`config.mk`:
```
export PLATFORM = sky130hd
export DESIGN_NAME = uart_encoder
export DESIGN_NICKNAME = d
export VERILOG_FILES = /design/src/rtl/uart_pkg.sv /design/src/rtl/uart_tx_fifo.sv /design/src/rtl/uart_encoder.sv
export SDC_FILE = /design/constraint.sdc
export NUM_CORES = 1
export LEC_CHECK = 0
export CORE_ASPECT_RATIO = 0.6
export CORE_UTILIZATION = 50
export CTS_CLUSTER_DIAMETER = 100
export DETAILED_ROUTE_END_ITERATION = 16
export PLACE_DENSITY_LB_ADDON = 0.08
export SYNTH_ARGS = -nofsm -noshare
export SYNTH_HDL_FRONTEND = slang
export SYNTH_SLANG_ARGS = --single-unit
export TNS_END_PERCENT = 1
```
`constraint.sdc`:
```
create_clock -name clk -period 4 [get_ports clk]
set_input_delay 0.4 -clock clk [delete_from_list [all_inputs] [get_ports clk]]
set_output_delay 0.4 -clock clk [all_outputs]
set_load 0.05 [all_outputs]
```
`src/rtl/uart_pkg.sv`:
```
// Shared UART definitions: parity encodings, transmitter FSM states and the
// baud divider computation used by both the encoder and the decoder.
package uart_pkg;

  localparam int unsigned PARITY_NONE = 0;
  localparam int unsigned PARITY_ODD  = 1;
  localparam int unsigned PARITY_EVEN = 2;

  typedef enum logic [2:0] {
    S_IDLE,
    S_START,
    S_DATA,
    S_PARITY,
    S_STOP
  } uart_state_t;

  // Clocks per bit. Integer division: the resulting rate error is accepted.
  function automatic int unsigned uart_div(input int unsigned clk_hz,
                                           input int unsigned baud);
    return clk_hz / baud;
  endfunction

endpackage

```
`src/rtl/uart_tx_fifo.sv`:
```
// Synchronous first-word fall-through byte FIFO: rdata shows the oldest
// entry whenever the FIFO is non-empty.
module uart_tx_fifo #(
  parameter int unsigned DEPTH = 16,
  parameter int unsigned WIDTH = 8
) (
  input  logic                     clk,
  input  logic                     rst,
  input  logic                     push,
  input  logic [WIDTH-1:0]         wdata,
  input  logic                     pop,
  output logic [WIDTH-1:0]         rdata,
  output logic                     full,
  output logic                     empty,
  output logic [$clog2(DEPTH):0]   level
);

  localparam int unsigned AW = $clog2(DEPTH);

  logic [WIDTH-1:0] mem [DEPTH];
  logic [AW-1:0]    wr_ptr;
  logic [AW-1:0]    rd_ptr;
  logic [AW:0]      count;
  logic             do_push;
  logic             do_pop;

  assign do_push = push && !full;
  assign do_pop  = pop && !empty;

  assign full  = (count == (AW+1)'(DEPTH));
  assign empty = (count == '0);
  assign rdata = mem[rd_ptr];
  assign level = count;

  // Storage write; contents need no reset since count gates every read.
  always_ff @(posedge clk) begin
    if (do_push) mem[wr_ptr] <= wdata;
  end

  // Pointer and occupancy tracking; simultaneous push and pop keeps count.
  always_ff @(posedge clk) begin
    if (rst) begin
      wr_ptr <= '0;
      rd_ptr <= '0;
      count  <= '0;
    end else begin
      if (do_push) wr_ptr <= wr_ptr + 1'b1;
      if (do_pop)  rd_ptr <= rd_ptr + 1'b1;
      case ({do_push, do_pop})
        2'b10:   count <= count + 1'b1;
        2'b01:   count <= count - 1'b1;
        default: count <= count;
      endcase
    end
  end

endmodule

```
`src/rtl/uart_encoder.sv`:
```
// UART transmitter: buffers bytes from a valid/ready stream and serializes
// them as start / 8 data (LSB first) / optional parity / 1-2 stop bit frames.
module uart_encoder
  import uart_pkg::*;
#(
  parameter int unsigned CLK_FREQ_HZ = 25000000,
  parameter int unsigned BAUD_RATE   = 115200,
  parameter int unsigned PARITY      = 0,
  parameter int unsigned STOP_BITS   = 1,
  parameter int unsigned FIFO_DEPTH  = 16
) (
  input  logic                        clk,
  input  logic                        rst,
  input  logic [7:0]                  i_data,
  input  logic                        i_valid,
  output logic                        o_ready,
  output logic                        o_tx,
  output logic                        o_busy,
  output logic [$clog2(FIFO_DEPTH):0] o_fifo_level
);

  localparam int unsigned DIV = uart_div(CLK_FREQ_HZ, BAUD_RATE);
  localparam int unsigned BW  = (DIV < 2) ? 1 : $clog2(DIV);

  if (DIV < 2) begin : g_bad_div
    $error("uart_encoder: CLK_FREQ_HZ/BAUD_RATE must be at least 2");
  end
  if (PARITY > PARITY_EVEN) begin : g_bad_parity
    $error("uart_encoder: PARITY must be 0, 1 or 2");
  end
  if (STOP_BITS != 1 && STOP_BITS != 2) begin : g_bad_stop
    $error("uart_encoder: STOP_BITS must be 1 or 2");
  end
  if (FIFO_DEPTH < 2 || (FIFO_DEPTH & (FIFO_DEPTH - 1)) != 0) begin : g_bad_depth
    $error("uart_encoder: FIFO_DEPTH must be a power of 2 and >= 2");
  end

  uart_state_t state, state_nx;
  logic [BW-1:0] baud_cnt, baud_nx;
  logic [2:0]    bit_cnt, bit_nx;
  logic [2:0]    next_bit;
  logic [7:0]    tx_data, tx_data_nx;
  logic          tx_nx;
  logic          baud_end;
  logic          parity_bit;

  logic          push;
  logic          pop;
  logic [7:0]    fifo_rdata;
  logic          fifo_full;
  logic          fifo_empty;
  logic [$clog2(FIFO_DEPTH):0] level;

  assign o_ready      = !fifo_full && !rst;
  assign push         = i_valid && o_ready;
  assign o_fifo_level = level;
  assign o_busy       = (state != S_IDLE) || (level != '0);

  assign baud_end   = (baud_cnt == BW'(DIV - 1));
  assign next_bit   = bit_cnt + 3'd1;
  assign parity_bit = (PARITY == PARITY_EVEN) ? ^tx_data : ~^tx_data;

  uart_tx_fifo #(
    .DEPTH (FIFO_DEPTH),
    .WIDTH (8)
  ) u_fifo (
    .clk   (clk),
    .rst   (rst),
    .push  (push),
    .wdata (i_data),
    .pop   (pop),
    .rdata (fifo_rdata),
    .full  (fifo_full),
    .empty (fifo_empty),
    .level (level)
  );

  // Next-state, next line value and FIFO pop for the frame sequencer.
  always_comb begin
    state_nx   = state;
    baud_nx    = baud_end ? '0 : baud_cnt + 1'b1;
    bit_nx     = bit_cnt;
    tx_data_nx = tx_data;
    tx_nx      = o_tx;
    pop        = 1'b0;
    case (state)
      S_IDLE: begin
        baud_nx = '0;
        tx_nx   = 1'b1;
        if (!fifo_empty) begin
          pop        = 1'b1;
          tx_data_nx = fifo_rdata;
          tx_nx      = 1'b0;
          bit_nx     = '0;
          state_nx   = S_START;
        end
      end
      S_START: begin
        if (baud_end) begin
          tx_nx    = tx_data[0];
          bit_nx   = '0;
          state_nx = S_DATA;
        end
      end
      S_DATA: begin
        if (baud_end) begin
          if (bit_cnt == 3'd7) begin
            bit_nx = '0;
            if (PARITY != PARITY_NONE) begin
              tx_nx    = parity_bit;
              state_nx = S_PARITY;
            end else begin
              tx_nx    = 1'b1;
              state_nx = S_STOP;
            end
          end else begin
            bit_nx = next_bit;
            tx_nx  = tx_data[next_bit];
          end
        end
      end
      S_PARITY: begin
        if (baud_end) begin
          tx_nx    = 1'b1;
          bit_nx   = '0;
          state_nx = S_STOP;
        end
      end
      S_STOP: begin
        if (baud_end) begin
          if (bit_cnt == 3'(STOP_BITS - 1)) begin
            bit_nx = '0;
            // Chain straight into the next start bit when more data waits.
            if (!fifo_empty) begin
              pop        = 1'b1;
              tx_data_nx = fifo_rdata;
              tx_nx      = 1'b0;
              state_nx   = S_START;
            end else begin
              tx_nx    = 1'b1;
              state_nx = S_IDLE;
            end
          end else begin
            bit_nx = next_bit;
          end
        end
      end
      default: begin
        tx_nx    = 1'b1;
        baud_nx  = '0;
        bit_nx   = '0;
        state_nx = S_IDLE;
      end
    endcase
  end

  // Sequencer registers, including the registered serial line.
  always_ff @(posedge clk) begin
    if (rst) begin
      state    <= S_IDLE;
      baud_cnt <= '0;
      bit_cnt  <= '0;
      tx_data  <= '0;
      o_tx     <= 1'b1;
    end else begin
      state    <= state_nx;
      baud_cnt <= baud_nx;
      bit_cnt  <= bit_nx;
      tx_data  <= tx_data_nx;
      o_tx     <= tx_nx;
    end
  end

endmodule

```
==> summary.txt <==
Slew @ Worst Pin: 1.01 ns
Ys async rst share: 0%
# IOs: 19
Power per standard cell area: 645 mW/mm²
Crit Path Class: flip-flop to flip-flop
Sw Ratio: 29.5%
Mapped Avg Cell Area: 15.5 µm²
Pre-CTS setup slack: 0.705 ns
Die area: 0.0143 mm²
Via density: 5.75
Relative slew margins: 32.6%
Worst hold path type: flip-flop to flip-flop
Area contributors post-synth: edfxtp_1 (56%), dfxtp_1 (12%), mux4_2 (11%), nor2_1 (2.5%), ha_1 (2.4%)
Total grt overflow: 0
Predominant post-synthesis flop cell: edfxtp_1
DR vias: 3740
Global routing's busiest layer: met1
First-pass GRT wire length: 21100 µm
Synthesized Nets: 469
Clock-pin slew on the worst setup and hold paths: 0.07 ns
Die height: 93.1 µm
Initial core utilization: 52.5%
Post-synthesis mux area share: 12.7%
Max Fanout on Critical Path: 9
Unrepaired setup endpoints after global routing: false
Most used cell, CP: ha_1
Largest family of logic cells by synthesized area: multiplexers
Post-synth EDFFs: 128
Post-synthesis adder-cell area fraction: 2.35%
WP data arrival: 3.66 ns
Crit share post-route: 84.1%
Worst Setup Start Kind: flip-flop
Max_cap viols: 0
Hold_buf cts: 0
Final antenna-violating net count: 0
Met1 Resource Use GR: 31.9%
Setup bufs post-CTS: 0
Htree depth: 4
Flop pwr share: 42.9%
Initial antenna violation count: 0
Final setup vio count: 0
Global Route Usage Sum: 20.3%
GPL Wtd Cong: 0.771
CP endpoint kind: flip-flop
Root Buffer: clkbuf_16
Status: finished clean
Internal power: 3570 µW
Worst IR Drop VDD: 282 µV
Iter 0 DRT Violations: 185
Synth cell types: 53
Clock skew: 0.0127 ns
Vias in the first global route: 3651
Worst path slowest cell: nor4_1
Core ar.: 0.0132 mm²
Final Hold Fails: 0
I/O Buffers: 18
Final Max Slew Viols: 0
CTS Buf Count: 17
PnR worst setup slack: 0.637 ns
Dpl hpwl: 8630 µm
# DRC: 0
Leakage: 0.00257 µW
Hold Slack: 0.463 ns
Clk_lat worst skew: 0.42 ns
Nets: 491
FILL cells: 1004
Final setup TNS: 0 ns
TritonRoute pass-1 iters: 5
FF+latch count, synth: 168
Synth Warn #: 0
Minimum clock period: 3.36 ns
Share of post-route cells with drive strength above 1: 16.9%
Row count: 32
# diodes: 0
Compound-Gate Fraction of Synth Area: 5.01%
Met2 Usage GRT: 28.3%
Synth top area share: 55.6%
Simple-gate share of the synthesized area: 8.17%
Most frequent cell after synthesis: edfxtp_1
Die Span X: 154 µm
CTS resizes: 0
NetSw: 1490 µW
Clk buf depth: 2
CP required: 4.30 ns
Post-synthesis cell area: 0.00692 mm²
Critical Path Max Stage Delay: 0.66 ns
Comb power frac: 24.3%
Post-synthesis xor/xnor area fraction: 1.90%
# clock sinks: 168
Post-synth top cells: edfxtp_1 (128), nor2_1 (47), dfxtp_1 (40)
GR Util met3: 3.38%
Drt wl/cell: 20.3 µm
Gate Count Post-Synth: 445
Leading area contributor after synthesis: edfxtp_1
CP Cell Sequence: nor4_1 -> a211oi_2 -> buf_4 -> inv_1 -> ha_1 -> xor2_1 -> ha_1 -> or3b_2 -> a211o_1 -> a31oi_1 -> xnor2_1 -> nor2_1
Clk pwr share: 32.8%
Wirelength, routed: 13200 µm
Seq/Total Area, Yosys: 67.1%
Largest net degree at the start of global routing: 33
Fmax: 0.297 GHz
CTS tree: done
Layout area overhead: 13.4%
## layout make-up
type,count,area (µm²),share of cell area (%)
well taps,170,213,2.71
clock inverters,14,170,2.17
multi-input cells,239,2090,26.6
flip-flops and latches,168,4650,59.2
inverters,14,52.6,0.670
repair buffers,27,248,3.16
clock buffers,18,429,5.47
## flip-flops by register name, indices dropped and copies added, names as in the netlist, named ones only
register / cells
bit_cnt: 3
o_tx: 1
tx_data: 8
u_fifo.level: 5
baud_cnt: 8
state: 3
u_fifo.wr_ptr: 4
u_fifo.mem: 128
u_fifo.rd_ptr: 4
## per-layer routing
layer	up-vias	share of wire, %
met1	1884	52
met3	12	5.0
li1	1747	-
met4	0	0.96
met5	-	0
met2	97	42
## cells by family after synthesis
group / after synthesis
DFF: 168
and+or+nand+nor: 115
AOI/OAI and AO/OA: 51
muxes: 45
buffers and inverters: 38
xor gates and xnor gates: 15
adders and majority gates: 13
## cells in the final DEF (no fill, tap or decap), types with 3 or more instances in the layout
| master | instances |
|---|---|
| edfxtp_1 | 128 |
| nor2_1 | 47 |
| dfxtp_1 | 38 |
| mux4_2 | 33 |
| nand2_1 | 21 |
| clkdlybuf4s50_1 | 18 |
| clkbuf_16 | 17 |
| inv_1 | 14 |
| a21oi_1 | 14 |
| a22oi_1 | 14 |
| ha_1 | 13 |
| mux2i_1 | 10 |
| nand3_1 | 9 |
| buf_4 | 9 |
| xor2_1 | 8 |
| nor3_1 | 7 |
| xnor2_1 | 7 |
| o21ai_0 | 6 |
| nor2b_1 | 5 |
| inv_6 | 5 |
| nand2b_1 | 3 |
| a21o_1 | 3 |
| or3_1 | 3 |
| nor3b_1 | 3 |
| nand3b_1 | 3 |
| bufinv_16 | 3 |
| clkinvlp_4 | 3 |
## power groups by stage
stage | combinational [µW] | sequential, µW | clock [µW]
final | 1230 | 2170 | 1660
after global routing | 1350 | 2200 | 1760
after CTS | 1230 | 2170 | 1690
after detailed placement | 1220 | 2210 | 0
after global placement | 1210 | 2210 | 0
after floorplan | 1040 | 2140 | 0
## critical path: cells and delay by family (launching register included)
kind,cells,cell delay [ns]
AND/OR/NAND/NOR,3,1.15
adder cells (fa/ha/maj),2,0.58
AO/OA/AOI/OAI,3,0.57
flip-flops,1,0.40
buffers and inverters,2,0.28
XOR/XNOR,2,0.26
## worst paths after layout
path / end / cells after the start / slack (ns) / start
setup / recovery: u_fifo.level[4] / 12 / 0.64 / u_fifo.level[1]
hold / removal: baud_cnt[0] / 1 / 0.46 / baud_cnt[0]
setup reg to reg: u_fifo.level[4] / 12 / 0.64 / u_fifo.level[1]
hold reg to reg: baud_cnt[0] / 1 / 0.46 / baud_cnt[0]
## through the flow
step | area, µm² | util, % | std cells | total power [µW]
floorplan | 6920 | - | 445 | 3190
global placement | 7250 | 55.0 | 618 | 3420
detailed placement | 7250 | 55.0 | 618 | 3430
CTS | 7850 | 59.6 | 650 | 5090
global route | 7850 | 59.6 | 650 | 5300
finish | 7850 | 59.6 | 650 | 5060
No activity file was read; power rests on OpenSTA's default activity.
